===== src/rtl/mem_access_master_pkg.sv =====
// Shared encodings for the RAM initiator, its RAM model and the bench.
// States, RAM depth and load/store op codes live here.
package mem_access_master_pkg;

    typedef enum logic [2:0] {
        ST_IDLE    = 3'd0,
        ST_SETUP   = 3'd1,
        ST_STROBE  = 3'd2,
        ST_RECOVER = 3'd3,
        ST_ERR     = 3'd4
    } state_t;

    localparam int   MEM_WORDS = 512;
    localparam logic OP_LOAD   = 1'b0;
    localparam logic OP_STORE  = 1'b1;

endpackage


===== src/rtl/mem_access_master.sv =====
// Initiator for the level-triggered word RAM: one load/store at a time,
// with setup, strobe and recovery phases so the RAM sees clean edges.
module mem_access_master
    import mem_access_master_pkg::*;
#(
    parameter int ADDR_W        = 9,
    parameter int DATA_W        = 32,
    parameter int STROBE_CYCLES = 1
) (
    input  logic              clk,
    input  logic              reset,
    input  logic              req_valid,
    input  logic              req_write,
    input  logic [31:0]       req_addr,
    input  logic [DATA_W-1:0] req_wdata,
    output logic              req_ready,
    output logic              rsp_valid,
    output logic              rsp_err,
    output logic [DATA_W-1:0] rsp_rdata,
    output logic [31:0]       mem_address,
    output logic [DATA_W-1:0] mem_wdata,
    output logic              mem_read,
    output logic              mem_write,
    input  logic [DATA_W-1:0] mem_q
);

    localparam logic [3:0] CNT_LOAD = 4'(STROBE_CYCLES - 1);

    state_t              r_state, w_state_nx;
    logic [3:0]          r_cnt, w_cnt_nx;
    logic                r_op, w_op_nx;
    logic                r_ready, w_ready_nx;
    logic                r_rsp_valid, w_rsp_valid_nx;
    logic                r_rsp_err, w_rsp_err_nx;
    logic [DATA_W-1:0]   r_rdata, w_rdata_nx;
    logic [31:0]         r_addr, w_addr_nx;
    logic [DATA_W-1:0]   r_wdata, w_wdata_nx;
    logic                r_read, w_read_nx;
    logic                r_write, w_write_nx;

    logic                w_accept;
    logic                w_oob;
    logic                w_last;

    assign w_accept = req_valid & r_ready;
    // Any set bit above the implemented range is out of range.
    assign w_oob    = |req_addr[31:ADDR_W];
    assign w_last   = (r_state == ST_STROBE) && (r_cnt == 4'd0);

    always_ff @(posedge clk or posedge reset) begin
        if (reset) begin
            r_state     <= ST_IDLE;
            r_cnt       <= 4'd0;
            r_op        <= OP_LOAD;
            r_ready     <= 1'b1;
            r_rsp_valid <= 1'b0;
            r_rsp_err   <= 1'b0;
            r_rdata     <= '0;
            r_addr      <= '0;
            r_wdata     <= '0;
            r_read      <= 1'b0;
            r_write     <= 1'b0;
        end else begin
            r_state     <= w_state_nx;
            r_cnt       <= w_cnt_nx;
            r_op        <= w_op_nx;
            r_ready     <= w_ready_nx;
            r_rsp_valid <= w_rsp_valid_nx;
            r_rsp_err   <= w_rsp_err_nx;
            r_rdata     <= w_rdata_nx;
            r_addr      <= w_addr_nx;
            r_wdata     <= w_wdata_nx;
            r_read      <= w_read_nx;
            r_write     <= w_write_nx;
        end
    end

    always_comb begin
        w_state_nx = r_state;
        w_cnt_nx   = r_cnt;
        unique case (r_state)
            ST_IDLE: begin
                if (w_accept) begin
                    w_state_nx = w_oob ? ST_ERR : ST_SETUP;
                end
            end
            ST_SETUP: begin
                w_state_nx = ST_STROBE;
                w_cnt_nx   = CNT_LOAD;
            end
            ST_STROBE: begin
                if (r_cnt == 4'd0) begin
                    w_state_nx = ST_RECOVER;
                end else begin
                    w_cnt_nx = r_cnt - 4'd1;
                end
            end
            ST_RECOVER: w_state_nx = ST_IDLE;
            ST_ERR:     w_state_nx = ST_IDLE;
            default:    w_state_nx = ST_IDLE;
        endcase
    end

    // Registered outputs are decoded from the state being entered.
    always_comb begin
        w_op_nx        = w_accept ? req_write : r_op;
        w_addr_nx      = w_accept ? req_addr  : r_addr;
        w_wdata_nx     = w_accept ? req_wdata : r_wdata;
        w_ready_nx     = (w_state_nx == ST_IDLE);
        w_rsp_valid_nx = (w_state_nx == ST_RECOVER) ||
                         (w_state_nx == ST_ERR);
        w_rsp_err_nx   = (w_state_nx == ST_ERR);
        w_read_nx      = (w_state_nx == ST_STROBE) &&
                         (w_op_nx == OP_LOAD);
        w_write_nx     = (w_state_nx == ST_STROBE) &&
                         (w_op_nx == OP_STORE);
        w_rdata_nx     = (w_last && r_op == OP_LOAD) ? mem_q : r_rdata;
    end

    assign req_ready   = r_ready;
    assign rsp_valid   = r_rsp_valid;
    assign rsp_err     = r_rsp_err;
    assign rsp_rdata   = r_rdata;
    assign mem_address = r_addr;
    assign mem_wdata   = r_wdata;
    assign mem_read    = r_read;
    assign mem_write   = r_write;

endmodule


===== config.mk =====
export PLATFORM = sky130hd
export DESIGN_NAME = mem_access_master
export DESIGN_NICKNAME = d
export VERILOG_FILES = /design/src/rtl/mem_access_master_pkg.sv /design/src/rtl/mem_access_master.sv
export SDC_FILE = /design/constraint.sdc
export NUM_CORES = 1
export LEC_CHECK = 0
export CAP_MARGIN = 10
export CORE_MARGIN = 4
export CORE_UTILIZATION = 45
export CTS_CLUSTER_DIAMETER = 100
export DETAILED_ROUTE_END_ITERATION = 6
export GPL_TIMING_DRIVEN = 0
export PLACE_DENSITY = 0.92
export SLEW_MARGIN = 25
export SYNTH_ARGS = -nofsm -noshare
export SYNTH_HDL_FRONTEND = slang
export SYNTH_SLANG_ARGS = --single-unit

===== constraint.sdc =====
create_clock -name clk -period 4.85 [get_ports clk]
set_input_delay 0.485 -clock clk [delete_from_list [all_inputs] [get_ports clk]]
set_output_delay 0.485 -clock clk [all_outputs]
set_load 0.03 [all_outputs]

# Word level (Yosys, flattened, before mapping)

Cells that the tools add are included.

Equal/unequal tests: 6
Multipliers: 0
$lt $le $gt $ge: 0
Divide/modulo/power cells: 0
$add $sub $neg: 1
Bitwise logic cells: 3
Mux-type cells: 7
Shift-type cells: 0
Reduce and logical (&&, ||, !) cells: 11

Operator list:

| cell                  | count |
|---|---|
| $reduce_or A23 Y1     | 1 |
| $eq A3 B2 Y1 const B  | 3 |
| $mux W3               | 3 |
| $pmux W3 S3           | 1 |
| $pmux W4 S2           | 1 |
| $logic_not A3 Y1      | 2 |
| $logic_and A1 B1 Y1   | 4 |
| $logic_not A4 Y1      | 1 |
| $mux W4               | 1 |
| $sub A4 B1 Y4 const B | 1 |
| $eq A3 B1 Y1 const B  | 1 |
| $eq A3 B3 Y1 const B  | 1 |
| $ne A2 B2 Y1 const B  | 1 |
| $not A1 Y1            | 2 |
| $reduce_and A2 Y1     | 1 |
| $reduce_bool A2 Y1    | 1 |
| $and A1 B1 Y1         | 1 |
| $logic_or A1 B1 Y1    | 1 |
| $mux W1               | 1 |

Memories: 0
Bits in writable memories: 0
Bits in read-only memories: 0
Output and inout port bits: 101
Logic and storage cells: 39
Input port bits: 100
Bits in latches: 0
Register bits: 109

# Longest topological paths before layout

Depth after elaboration: 6
Depth in mapped cells: 7
Gate-level depth less buffers: 5

# Worst setup path after synthesis

OpenSTA, ideal clock, no wires.

Kind: flip-flop to flip-flop
Start point: register r_cnt[0]
End point: register r_rdata[0] (netlist: rsp_rdata[0])
Buffers on the path: 2
Data arrival time: 2.114 ns
Clock period less this slack: 2.239 ns
Cell stages (with the launch flop): 8
Setup slack: 2.611 ns
Required time: 4.725 ns
Path through: dfrtp_1 -> inv_1 -> ha_1 -> or3b_4 -> or4b_1 -> buf_6 -> buf_12 -> mux2_4

Longest elaborated chain between the ends: 3

RTL lines:

| item                     | line                     | text |
|---|---|---|
| start: declaration       | mem_access_master.sv:30  | `logic [3:0] r_cnt, w_cnt_nx;` |
| start signal: assignment | mem_access_master.sv:65  | `r_cnt <= w_cnt_nx;` |
| $logic_not A4 Y1         | mem_access_master.sv:48  | `assign w_last = (r_state == ST_STROBE) && (r_cnt == 4'd0);` |
| $logic_and A1 B1 Y1      | mem_access_master.sv:48  |  |
| $logic_and A1 B1 Y1      | mem_access_master.sv:117 | `w_rdata_nx = (w_last && r_op == OP_LOAD) ? mem_q : r_rdata;` |
| end signal: assignment   | mem_access_master.sv:70  | `r_rdata <= w_rdata_nx;` |
| end: declaration         | mem_access_master.sv:35  | `logic [DATA_W-1:0] r_rdata, w_rdata_nx;` |

Every way passes these cells.
A chain may end at the register's enable or synchronous reset.

# Worst setup path in the final report

Start point: register r_cnt[0]
End point: register r_rdata[6] (netlist: rsp_rdata[6])

Same word-level chain as after synthesis.

==> summary.md <==
| Metric | Value |
|---|---|
| Syn Inst Count | 280 |
| Largest family of logic cells by synthesized area | multiplexers |
| Via-to-Cell Ratio | 4.97 |
| Synth unique cells | 35 |
| Number of CTS-inserted buffers | 9 |
| Cell Rows | 35 |
| Part of the Yosys area used for sequential elements | 0.617 |
| XOR/XNOR share of the synthesized area | 0 |
| Design Area, Final | 0.00681 sq mm |
| Crit path cell chain | inv_1, ha_1, or3b_4, or4b_1, buf_6, buf_12, mux2_4 |
| CP Capture Type | flip-flop |
| Most frequent cell after synthesis | dfrtp_1 |
| Starting Density | 0.470 |
| Synth Area in Compound Gates | 0.0308 |
| H-tree levels | 3 |
| Clk Latency, worst-skew pair | 0.36 ns |
| Synth top area cells | dfrtp_1 61%, mux2_2 17%, mux2_4 10%, buf_12 1.4%, clkbuf_1 0.85% |
| Final setup TNS | 0 ns |
| Diode count | 0 |
| Avg Synthesized Cell Area | 15.8 sq um |
| Shortest period the worst path allows | 2.39 ns |
| Simple-gate share of the synthesized area | 0.0438 |
| Max VDD drop | 0.242 mV |
| Hold buffers post-CTS | 0 |
| Die footprint | 0.0115 sq mm |
| Register share of total power | 0.464 |
| Iteration-0 DRC Markers | 99 |
| Worst r2r path cells | 7 |
| Critical path origin | r_cnt[0] |
| Worst EP arrival | 2.63 ns |
| Hold path depth | 1 |
| Core region area | 0.00942 sq mm |
| Nets@finish | 594 |
| Final period util | 0.493 |
| Post-synth top area share | 0.611 |
| CP required | 5.09 ns |
| Synth Area in Adders | 0.00566 |
| Comb power frac | 0.305 |
| Largest net degree at the start of global routing | 57 |
| TritonCTS clock tree | done |
| EDFF count, synth | 0 |
| Final Setup Violations | 0 |
| Post-synthesis mux area share | 0.272 |
| Outcome | finished clean |
| Max-cap violations | 0 |
| Die width | 107 microns |
| Post-synth top area cell | dfrtp_1 |
| Placed Area | 0.00662 sq mm |
| Clk buf depth | 2 |
| Chip Height | 107 microns |
| FFs w/ async S/R, synth | 1.00 |
| I/O Pins | 201 |
| PD cells | 338 mW/mm^2 |
| Mapped Area | 0.00442 sq mm |
| DPL Wire Length | 8890 microns |
| Worst Hold Margin | 0.513 ns |
| Internal power | 0.00158 W |
| Clock power share | 0.231 |
| Rel. slew slack | 0.612 |
| Final hold violations | 0 |
| Grt ovf | 0 |
| I/O Buffers | 200 |
| Area Overhead vs Synth | 54.0% |
| Worst min path class | reg -> reg |
| CTS resizes | 0 |
| RSZ-0062 raised after global routing | no |
| Hold EP | mem_address[24] |
| Pre-antenna DRT Iters | 4 |
| Worst-path cell with the longest stage delay | or4b_1 |
| Actual slew at the worst max-slew pin | 0.582 ns |
| R2r endpoint | rsp_rdata[6] |
| RePlAce Congestion | 0.819 |
| Most frequent cells after synthesis | 108 x dfrtp_1, 66 x mux2_2, 30 x mux2_4 |
| Root buf cell | clkbuf_8 |
| Pleak | 2.93 nW |
| Synthesized flop and latch total | 109 |
| Clk slew on worst S/H paths | 0.10 ns |
| Synth warn | 0 |
| DRC violations left | 0 |
| Share of layout cells above drive strength 1 | 0.247 |
| Hold Crit Start | mem_address[24] |
| Post-Route WL | 11300 microns |
| CP peak stage delay | 0.50 ns |
| Mapped Nets | 382 |
| Setup crit start kind | flip-flop |
| Via count | 3111 |
| # clock sinks | 109 |
| Switching pwr | 0.000721 W |
| Most used DFF post-synth | dfrtp_1 |
| Util after Layout | 0.724 |
| Routed len/inst | 18.1 microns |
| Final setup margin | 2.46 ns |
| Setup bufs post-CTS | 0 |
| Overall Global Routing Usage | 0.199 |
| Antenna-violating nets left | 0 |
| Vias in the first global route | 3516 |
| R2r setup slk | 2.46 ns |
| Initial antenna violation count | 0 |
| First-pass GRT wire length | 17900 microns |
| Reg-to-Reg Start | r_cnt[0] |
| Skew final | 0.0167 ns |
| Fmax | 418 MHz |
| Sw frac | 0.313 |
| Dpl ws | 2.31 ns |
| Critical Path Fanout Max | 10 |
| Critical path class | reg -> reg |
| Pins Over Slew Limit | 0 |
==> cell families (layout without fill, tap and decap cells) <==
logic type	after synthesis	count (layout)
and+or+nand+nor	32	32
buffers and inverters	21	238
muxes	97	97
DFF	109	109
adders and majority gates	2	2
AOI/OAI and AO/OA	19	19
==> power by group through the flow <==
stage,registers (W),logic (W),clock network [W]
CTS,0.00107,0.000712,0.000549
floorplan,0.00129,0.000149,0
detailed placement,0.00109,0.000709,0
finish,0.00107,0.000702,0.000532
global placement,0.00108,0.000693,0
global route,0.00108,0.000739,0.000584
==> cell usage in the layout, fill, tap and decap left out, types with 2 or more instances in the layout <==
master / netlist / routed
clkbuf_8: 0 / 11
buf_12: 3 / 3
clkinv_4: 0 / 2
nor3_1: 6 / 6
nor2_1: 6 / 6
a32oi_1: 2 / 2
o21ai_0: 3 / 3
inv_6: 0 / 3
a21boi_0: 2 / 2
nor2b_1: 4 / 4
inv_1: 7 / 6
nand2_1: 3 / 3
or4_1: 2 / 2
mux2_4: 30 / 30
clkdlybuf4s50_1: 0 / 200
clkbuf_1: 10 / 10
nor4_1: 3 / 3
a21oi_1: 5 / 5
dfrtp_1: 108 / 108
ha_1: 2 / 2
mux2_2: 66 / 66
==> final cells by class <==
type	count	area [sq um]
Multi-Input combinational cell	150	1560
Buffer	14	109
Inverter	7	31.3
Timing Repair Buffer	201	2030
Tap cell	129	161
Fill cell	630	2600
Clock buffer	11	151
Sequential cell	109	2730
Clock inverter	5	42.5
==> registers in the layout, indices dropped and copies added, names as in the netlist, 3 cells and up <==
name / count
r_state: 3
r_cnt: 4
rsp_rdata: 32
mem_address: 32
mem_wdata: 32
==> stage by stage <==
step | instances | power, W
final | 626 | 0.00230
after global routing | 626 | 0.00241
after CTS | 626 | 0.00233
after detailed placement | 610 | 0.00180
after global placement | 609 | 0.00177
after floorplan | 280 | 0.00144
==> layer usage <==
layer,vias up,global-route usage,share of wire
met5,-,0,0
met4,0,0.0575,0.014
met3,11,0.0698,0.098
met2,149,0.345,0.50
met1,1536,0.233,0.39
li1,1415,-,-
==> worst max path at each step <==
stage	depth (start not counted)	slack, ns	to
detailed placement	5	2.31	mem_address[20]
finish	7	2.46	rsp_rdata[6]
CTS	7	2.45	rsp_rdata[20]
floorplan	1	1.49	mem_address[0]
global placement	2	0.07	mem_address[8]
global route	7	2.38	rsp_rdata[20]
==> worst max-delay path: cells and delay by family (launching register included) <==
| family | cells | cell delay [ns] |
|---|---|---|
| flops | 1 | 0.43 |
| fa+ha+maj | 1 | 0.19 |
| simple gates | 2 | 0.92 |
| buf+inv | 3 | 0.43 |
| mux | 1 | 0.30 |
(Power assumes the default switching activity.)
